$ cat config.mk
export PLATFORM = sky130hd
export DESIGN_NAME = fft_twiddle_mult
export DESIGN_NICKNAME = d
export VERILOG_FILES = /design/src/rtl/fft_pkg.sv /design/src/rtl/fft_twiddle_rom.sv /design/src/rtl/fft_twiddle_mult.sv
export SDC_FILE = /design/constraint.sdc
export NUM_CORES = 2
export LEC_CHECK = 0
export BUFFER_PORTS_ARGS = -buffer_cell sky130_fd_sc_hd__buf_2
export CAP_MARGIN = 25
export CORE_MARGIN = 4
export CORE_UTILIZATION = 45
export CTS_CLUSTER_SIZE = 28
export DETAILED_ROUTE_END_ITERATION = 8
export GPL_ROUTABILITY_DRIVEN = 0
export PLACE_DENSITY = 0.6
export SYNTH_ARGS = -nofsm -noshare
export SYNTH_HDL_FRONTEND = slang
export SYNTH_HIERARCHICAL = 1
export SYNTH_SLANG_ARGS = --single-unit
$ cat constraint.sdc
create_clock -name clk -period 7.01 [get_ports clk]
set_clock_uncertainty 0.05 [all_clocks]
set_input_delay 1.0515 -clock clk [delete_from_list [all_inputs] [get_ports clk]]
set_output_delay 1.0515 -clock clk [all_outputs]
set_load 0.005 [all_outputs]
$ cat src/rtl/fft_pkg.sv
// Shared FFT constants: default widths, Q-format unity, quadrant map.
// Also holds the rounding helper used to build the twiddle tables.
package fft_pkg;

  localparam int DATA_WIDTH_DEF = 16;
  localparam int TW_WIDTH_DEF   = 16;

  localparam real PI = 3.14159265358979323846;

  // Exponent multiplier per quadrant q of the sub-transform.
  localparam logic [1:0] QMAP [4] = '{2'd0, 2'd2, 2'd1, 2'd3};

  // Q1.(tw-2) value of +1.0.
  function automatic int tw_one(input int tw);
    return 1 << (tw - 2);
  endfunction

  function automatic int round_nearest(input real x);
    if (x >= 0.0) return $rtoi(x + 0.5);
    return -$rtoi(0.5 - x);
  endfunction

endpackage

$ cat src/rtl/fft_twiddle_rom.sv
// Twiddle table W_M^e = c + j*d for e in [0, 3M/4).
// Entries are built at elaboration and rounded to nearest.
module fft_twiddle_rom
  import fft_pkg::*;
#(
  parameter int TW_WIDTH = TW_WIDTH_DEF,
  parameter int M        = 16
) (
  input  logic [$clog2(M)-1:0]       i_idx,
  output logic signed [TW_WIDTH-1:0] o_c,
  output logic signed [TW_WIDTH-1:0] o_d
);

  localparam int  NB  = $clog2(M);
  localparam int  E   = 3 * M / 4;
  localparam real ONE = real'(tw_one(TW_WIDTH));

  logic signed [TW_WIDTH-1:0] w_c_tab [E];
  logic signed [TW_WIDTH-1:0] w_d_tab [E];

  for (genvar k = 0; k < E; k++) begin : g_tab
    localparam real ANG = 2.0 * PI * real'(k) / real'(M);
    assign w_c_tab[k] = TW_WIDTH'(round_nearest(ONE * $cos(ANG)));
    assign w_d_tab[k] = TW_WIDTH'(round_nearest(-ONE * $sin(ANG)));
  end

  // Select the table entry for the requested exponent.
  always_comb begin
    o_c = '0;
    o_d = '0;
    for (int k = 0; k < E; k++) begin
      if (i_idx == NB'(k)) begin
        o_c = w_c_tab[k];
        o_d = w_d_tab[k];
      end
    end
  end

endmodule

$ cat src/rtl/fft_twiddle_mult.sv
// Radix-2^2 inter-stage twiddle multiplier, 3-cycle pipeline.
// Counts valid samples to derive the twiddle exponent per sample.
module fft_twiddle_mult
  import fft_pkg::*;
#(
  parameter int DATA_WIDTH = DATA_WIDTH_DEF,
  parameter int TW_WIDTH   = TW_WIDTH_DEF,
  parameter int N_POINTS   = 16,
  parameter int STAGE      = 0
) (
  input  logic                         clk,
  input  logic                         rst,
  input  logic                         en,
  input  logic                         in_val,
  input  logic signed [DATA_WIDTH-1:0] in_re,
  input  logic signed [DATA_WIDTH-1:0] in_im,
  output logic                         out_val,
  output logic signed [DATA_WIDTH-1:0] out_re,
  output logic signed [DATA_WIDTH-1:0] out_im
);

  localparam int M  = N_POINTS >> (2 * STAGE);
  localparam int NB = (M >= 4) ? $clog2(M) : 2;
  localparam int PW = DATA_WIDTH + TW_WIDTH;
  localparam int SW = PW + 1;
  localparam int SH = TW_WIDTH - 2;

  localparam logic signed [SW-1:0] RND =
    SW'(1) << (TW_WIDTH - 3);
  localparam logic signed [SW-1:0] MAXV =
    {{(SW-DATA_WIDTH+1){1'b0}}, {(DATA_WIDTH-1){1'b1}}};
  localparam logic signed [SW-1:0] MINV =
    {{(SW-DATA_WIDTH+1){1'b1}}, {(DATA_WIDTH-1){1'b0}}};

  if (M < 4 || (M & (M - 1)) != 0) begin : g_bad_m
    $error("fft_twiddle_mult: sub-transform length M must be a power of 2 and >= 4");
  end

  function automatic logic signed [DATA_WIDTH-1:0] sat(
    input logic signed [SW-1:0] x
  );
    if (x > MAXV) return MAXV[DATA_WIDTH-1:0];
    if (x < MINV) return MINV[DATA_WIDTH-1:0];
    return x[DATA_WIDTH-1:0];
  endfunction

  logic [NB-1:0] r_n;
  logic [1:0]    w_q;
  logic [NB-1:0] w_m;
  logic [NB-1:0] w_e;

  logic signed [TW_WIDTH-1:0] w_c;
  logic signed [TW_WIDTH-1:0] w_d;

  logic                         r_p1_val;
  logic signed [DATA_WIDTH-1:0] r_p1_re;
  logic signed [DATA_WIDTH-1:0] r_p1_im;
  logic signed [TW_WIDTH-1:0]   r_p1_c;
  logic signed [TW_WIDTH-1:0]   r_p1_d;

  logic                 r_p2_val;
  logic signed [PW-1:0] r_p2_ac;
  logic signed [PW-1:0] r_p2_bd;
  logic signed [PW-1:0] r_p2_ad;
  logic signed [PW-1:0] r_p2_bc;

  logic signed [SW-1:0] w_re_sum;
  logic signed [SW-1:0] w_im_sum;
  logic signed [SW-1:0] w_re_shf;
  logic signed [SW-1:0] w_im_shf;

  logic                         r_out_val;
  logic signed [DATA_WIDTH-1:0] r_out_re;
  logic signed [DATA_WIDTH-1:0] r_out_im;

  assign w_q = r_n[NB-1:NB-2];
  assign w_m = r_n & NB'(M / 4 - 1);
  assign w_e = w_m * NB'(QMAP[w_q]);

  fft_twiddle_rom #(
    .TW_WIDTH (TW_WIDTH),
    .M        (M)
  ) u_rom (
    .i_idx (w_e),
    .o_c   (w_c),
    .o_d   (w_d)
  );

  // Sample index within the sub-transform; wraps naturally at M.
  always_ff @(posedge clk or negedge rst) begin
    if (!rst) begin
      r_n <= '0;
    end else if (en && in_val) begin
      r_n <= r_n + 1'b1;
    end
  end

  // P1: capture sample and its twiddle.
  always_ff @(posedge clk or negedge rst) begin
    if (!rst) begin
      r_p1_val <= 1'b0;
      r_p1_re  <= '0;
      r_p1_im  <= '0;
      r_p1_c   <= '0;
      r_p1_d   <= '0;
    end else if (en) begin
      r_p1_val <= in_val;
      r_p1_re  <= in_re;
      r_p1_im  <= in_im;
      r_p1_c   <= w_c;
      r_p1_d   <= w_d;
    end
  end

  // P2: the four partial products at full precision.
  always_ff @(posedge clk or negedge rst) begin
    if (!rst) begin
      r_p2_val <= 1'b0;
      r_p2_ac  <= '0;
      r_p2_bd  <= '0;
      r_p2_ad  <= '0;
      r_p2_bc  <= '0;
    end else if (en) begin
      r_p2_val <= r_p1_val;
      r_p2_ac  <= PW'(r_p1_re) * PW'(r_p1_c);
      r_p2_bd  <= PW'(r_p1_im) * PW'(r_p1_d);
      r_p2_ad  <= PW'(r_p1_re) * PW'(r_p1_d);
      r_p2_bc  <= PW'(r_p1_im) * PW'(r_p1_c);
    end
  end

  assign w_re_sum = SW'(r_p2_ac) - SW'(r_p2_bd);
  assign w_im_sum = SW'(r_p2_ad) + SW'(r_p2_bc);
  assign w_re_shf = (w_re_sum + RND) >>> SH;
  assign w_im_shf = (w_im_sum + RND) >>> SH;

  // P3: round, rescale and saturate into the output registers.
  always_ff @(posedge clk or negedge rst) begin
    if (!rst) begin
      r_out_val <= 1'b0;
      r_out_re  <= '0;
      r_out_im  <= '0;
    end else if (en) begin
      r_out_val <= r_p2_val;
      r_out_re  <= sat(w_re_shf);
      r_out_im  <= sat(w_im_shf);
    end
  end

  assign out_val = r_out_val;
  assign out_re  = r_out_re;
  assign out_im  = r_out_im;

endmodule

==> impl_metrics.env <==
export IMPL_nNetsFinal=7041
export IMPL_grt_util_all_layers_pct=22.5
export IMPL_first_global_vias=37442
export IMPL_cts_tree="yes"
export IMPL_synth_cell_area_sq_mm=0.0516
export IMPL_start_kind="register"
export IMPL_relSlewSlack_pct=30.2
export IMPL_htreeDepth=2
export IMPL_worstSkewPairLatency_ns=0.59
export IMPL_die_y_um=347
export IMPL_status="finished clean"
export IMPL_drcViolationCount=0
export IMPL_cts_max_path_buffers=3
export IMPL_fin_crit_sh_pct=96.4
export IMPL_ios=69
export IMPL_antenna_found_initial=5
export IMPL_routedWlPerCell_um=18.6
export IMPL_yosysWarnings=6
export IMPL_critPathKind="register to register"
export IMPL_critPathMaxFanout=14
export IMPL_drtAntennaViolNets=0
export IMPL_fillers=10700
export IMPL_worstPathRequired_ns=7.41
export IMPL_postSynthAreaPerCell_sq_um=9.46
export IMPL_layout_drive_gt1_share_pct=9.57
export IMPL_slew_viol_final=0
export IMPL_die_area_sq_mm=0.120
export IMPL_first_iter_violations=1967
export IMPL_reg2reg_slack_ns=0.26
export IMPL_async_flop_share_pct=100
export IMPL_cts_root_buf="clkbuf_16"
export IMPL_postCtsHoldBufs=0
export IMPL_ys_flop_type="dfrtp_1"
export IMPL_fmaxAchievable_mhz=148
export IMPL_detailed_place_hpwl_um=107000
export IMPL_grt_max_degree=120
export IMPL_routed_wl_um=130000
export IMPL_rsz0062_at_grt="false"
export IMPL_syn2layout_area_growth_pct=8.24
export IMPL_port_buffers=68
export IMPL_cp_arrival_ns=7.15
export IMPL_ys_seq_area_share_pct=11.2
export IMPL_clkTransAtPathRegs_ns=0.06
export IMPL_drv_cap=0
export IMPL_cts_buffers=35
export IMPL_synth_edf_count=0
export IMPL_gr_total_overflow=0
export IMPL_start_util_pct=45.6
export IMPL_tightest_slew_ns=1.05
export IMPL_dr_pass1_iters=5
export IMPL_ys_seq_elements=231
export IMPL_viasPerCell=5.14
export IMPL_finalHoldViolCount=0
export IMPL_finalCriticalPeriod_ns=6.75
export IMPL_core_area_sq_mm=0.113
export IMPL_route_vias_total=36108
export IMPL_ys_types=78
export IMPL_grt_pass1_wl_um=213000
export IMPL_postSynthCellCount=5450
export IMPL_rows=123
export IMPL_clkSinkCount=231
export IMPL_final_setup_tns_ns=0
export IMPL_min_path_type="input pin to async pin"
export IMPL_setup_violations_final=0
export IMPL_end_kind="register"
export IMPL_syn_num_nets=6987
export IMPL_die_x_um=347
==> worst max-delay path, cell delays in order (launching register included) <==
cell and delay (ns):
dfrtp_1 0.48, buf_4 0.26, and2_1 0.18, fa_1 0.53, inv_1 0.05, fa_1 0.46, fa_1 0.51, inv_1 0.06
fa_1 0.49, fa_1 0.49, inv_1 0.05, fa_1 0.48, inv_1 0.04, ha_1 0.37, and3_1 0.23, nand3_1 0.08
or3_1 0.41, a31oi_2 0.24, buf_4 0.19, a31oi_1 0.08, buf_4 0.17, a21oi_1 0.13, a31oi_1 0.11, xnor2_1 0.18
mux2_2 0.28
==> path summary, 6_finish.rpt <==
check,depth (start not counted),end,from
hold reg to reg,1,r_n[3]$_DFFE_PN0P_,r_n[3]$_DFFE_PN0P_
min in group clk,1,r_n[3]$_DFFE_PN0P_,r_n[3]$_DFFE_PN0P_
setup reg to reg,24,r_p2_bd[31]$_DFFE_PN0P_,r_p1_d[4]$_DFFE_PN0P_
setup / recovery,24,r_p2_bd[31]$_DFFE_PN0P_,r_p1_d[4]$_DFFE_PN0P_
hold / removal,1,r_p2_ad[29]$_DFFE_PN0P_,rst
max in group asynchronous,2,r_p1_im[6]$_DFFE_PN0P_,rst
==> synthesized netlist by cell type, types with 4 or more instances <==
library cell  number  area share, %
o21bai_1          28           0.41
or3_1             16           0.19
fa_1            1048             41
and2_1           500            6.1
nor2_1           163            1.2
o311ai_0           4          0.068
o21ai_0          115            1.1
a22o_1             5          0.085
o31ai_1           14           0.20
buf_4             14           0.20
dfrtp_1          231             11
a2111oi_0          4          0.068
clkbuf_1         225            1.6
a311o_1            5          0.097
xnor2_1          137            2.3
nand2_1          564            4.1
nand4_1           13           0.16
o22ai_2           11           0.27
a211o_1            4          0.068
a211oi_1          14           0.20
o22ai_1           20           0.24
o211ai_1           8           0.12
mux2_2           137            3.0
xor2_1            37           0.63
or4_1              5          0.073
ha_1             453             11
nor2b_1           12           0.15
a31oi_1           26           0.32
o21a_1            15           0.22
or2_2              5          0.061
inv_1           1219            8.9
mux2i_1            9           0.17
nand3b_1           8           0.12
nor4_1             8          0.097
nand2b_1          36           0.44
nor3_1            30           0.29
and3_1            18           0.22
a21o_1            61           0.89
buf_2              7          0.068
a21oi_1          126            1.2
nand3_1           31           0.30
==> final cells by class <==
type / instances / area [sq um] / share of cell area, %
Tap cell: 1500 / 1880 / 3.36
Antenna cell: 1 / 2.50 / 0.00448
Sequential cell: 231 / 5810 / 10.4
Clock inverter: 16 / 264 / 0.473
Timing Repair Buffer: 268 / 2060 / 3.69
Inverter: 1221 / 4590 / 8.22
Clock buffer: 43 / 978 / 1.75
Multi-Input combinational cell: 3747 / 40300 / 72.1
==> cell usage in the layout, fill, tap and decap left out, types with 13 or more instances in the layout <==
cell type     n
nand4_1      13
and2_1      500
buf_12       15
and3_1       18
clkbuf_16    37
mux2_2      137
dfrtp_2      21
xor2_1       37
fa_1       1047
o21a_1       15
xnor2_1     137
nor2_1      163
o31ai_1      13
or3_1        16
nor3_1       30
a31oi_1      21
ha_1        453
nand2b_1     36
buf_4       182
nand3_1      31
nand2_1     564
a21oi_1     125
o21ai_0     114
dfrtp_1     209
o22ai_1      20
buf_2        66
a21o_1       61
o21bai_1     28
inv_1      1219
a211oi_1     14
==> logic make-up (layout without fill, tap and decap cells) <==
family	Yosys count	after routing	share of synthesized area, %
adders and majority gates	1501	1501	51.7
AOI/OAI and AO/OA	503	503	6.43
other	0	1	0
buffers and inverters	1472	1548	10.9
DFF	231	231	11.2
muxes	146	146	3.17
xor gates and xnor gates	174	174	2.95
and+or+nand+nor	1423	1423	13.7
==> metrics by stage <==
step	cell area [sq um]	hold WS (ns)	setup slack (ns)	utilization, %	instances
finish	55800	0.373	0.255	49.4	7027
global route	55800	0.452	0.00485	49.4	7026
CTS	55700	0.420	0.0191	49.3	7025
detailed placement	54500	0.425	0.0566	48.2	6966
global placement	54500	0.412	0.0833	48.2	6966
floorplan	51600	0.397	0.556	-	5450
==> metal layers <==
metal / track usage (%) / routed length [um] / up-vias / part of all wire (%)
met1: 32.9 / 59300 / 18496 / 45
li1: - / - / 16593 / -
met5: 0 / 12 / - / 0.0092
met2: 34.6 / 58700 / 857 / 45
met4: 8.86 / 6040 / 2 / 4.6
met3: 2.51 / 6420 / 160 / 4.9
==> repair_timing <==
| item | 4_1_cts | 5_1_grt |
|---|---|---|
| resized for setup | 0 | 40 |
| setup endpoints to repair | 0 | 31 |
| buffers inserted | 0 | 1 |
==> sequential cells by signal (all words and copies together), names as in the netlist <==
signal / count
r_n: 4
r_p1_val: 1
r_p2_ad: 32
out_re: 16
r_p1_d: 16
r_p2_bd: 32
r_p1_c: 16
out_im: 16
r_p2_bc: 32
r_p2_val: 1
r_p2_ac: 32
out_val: 1
r_p1_im: 16
r_p1_re: 16
Power is not shown: default switching activity piles up to over one toggle a cycle in this logic, so the estimate is an artifact.
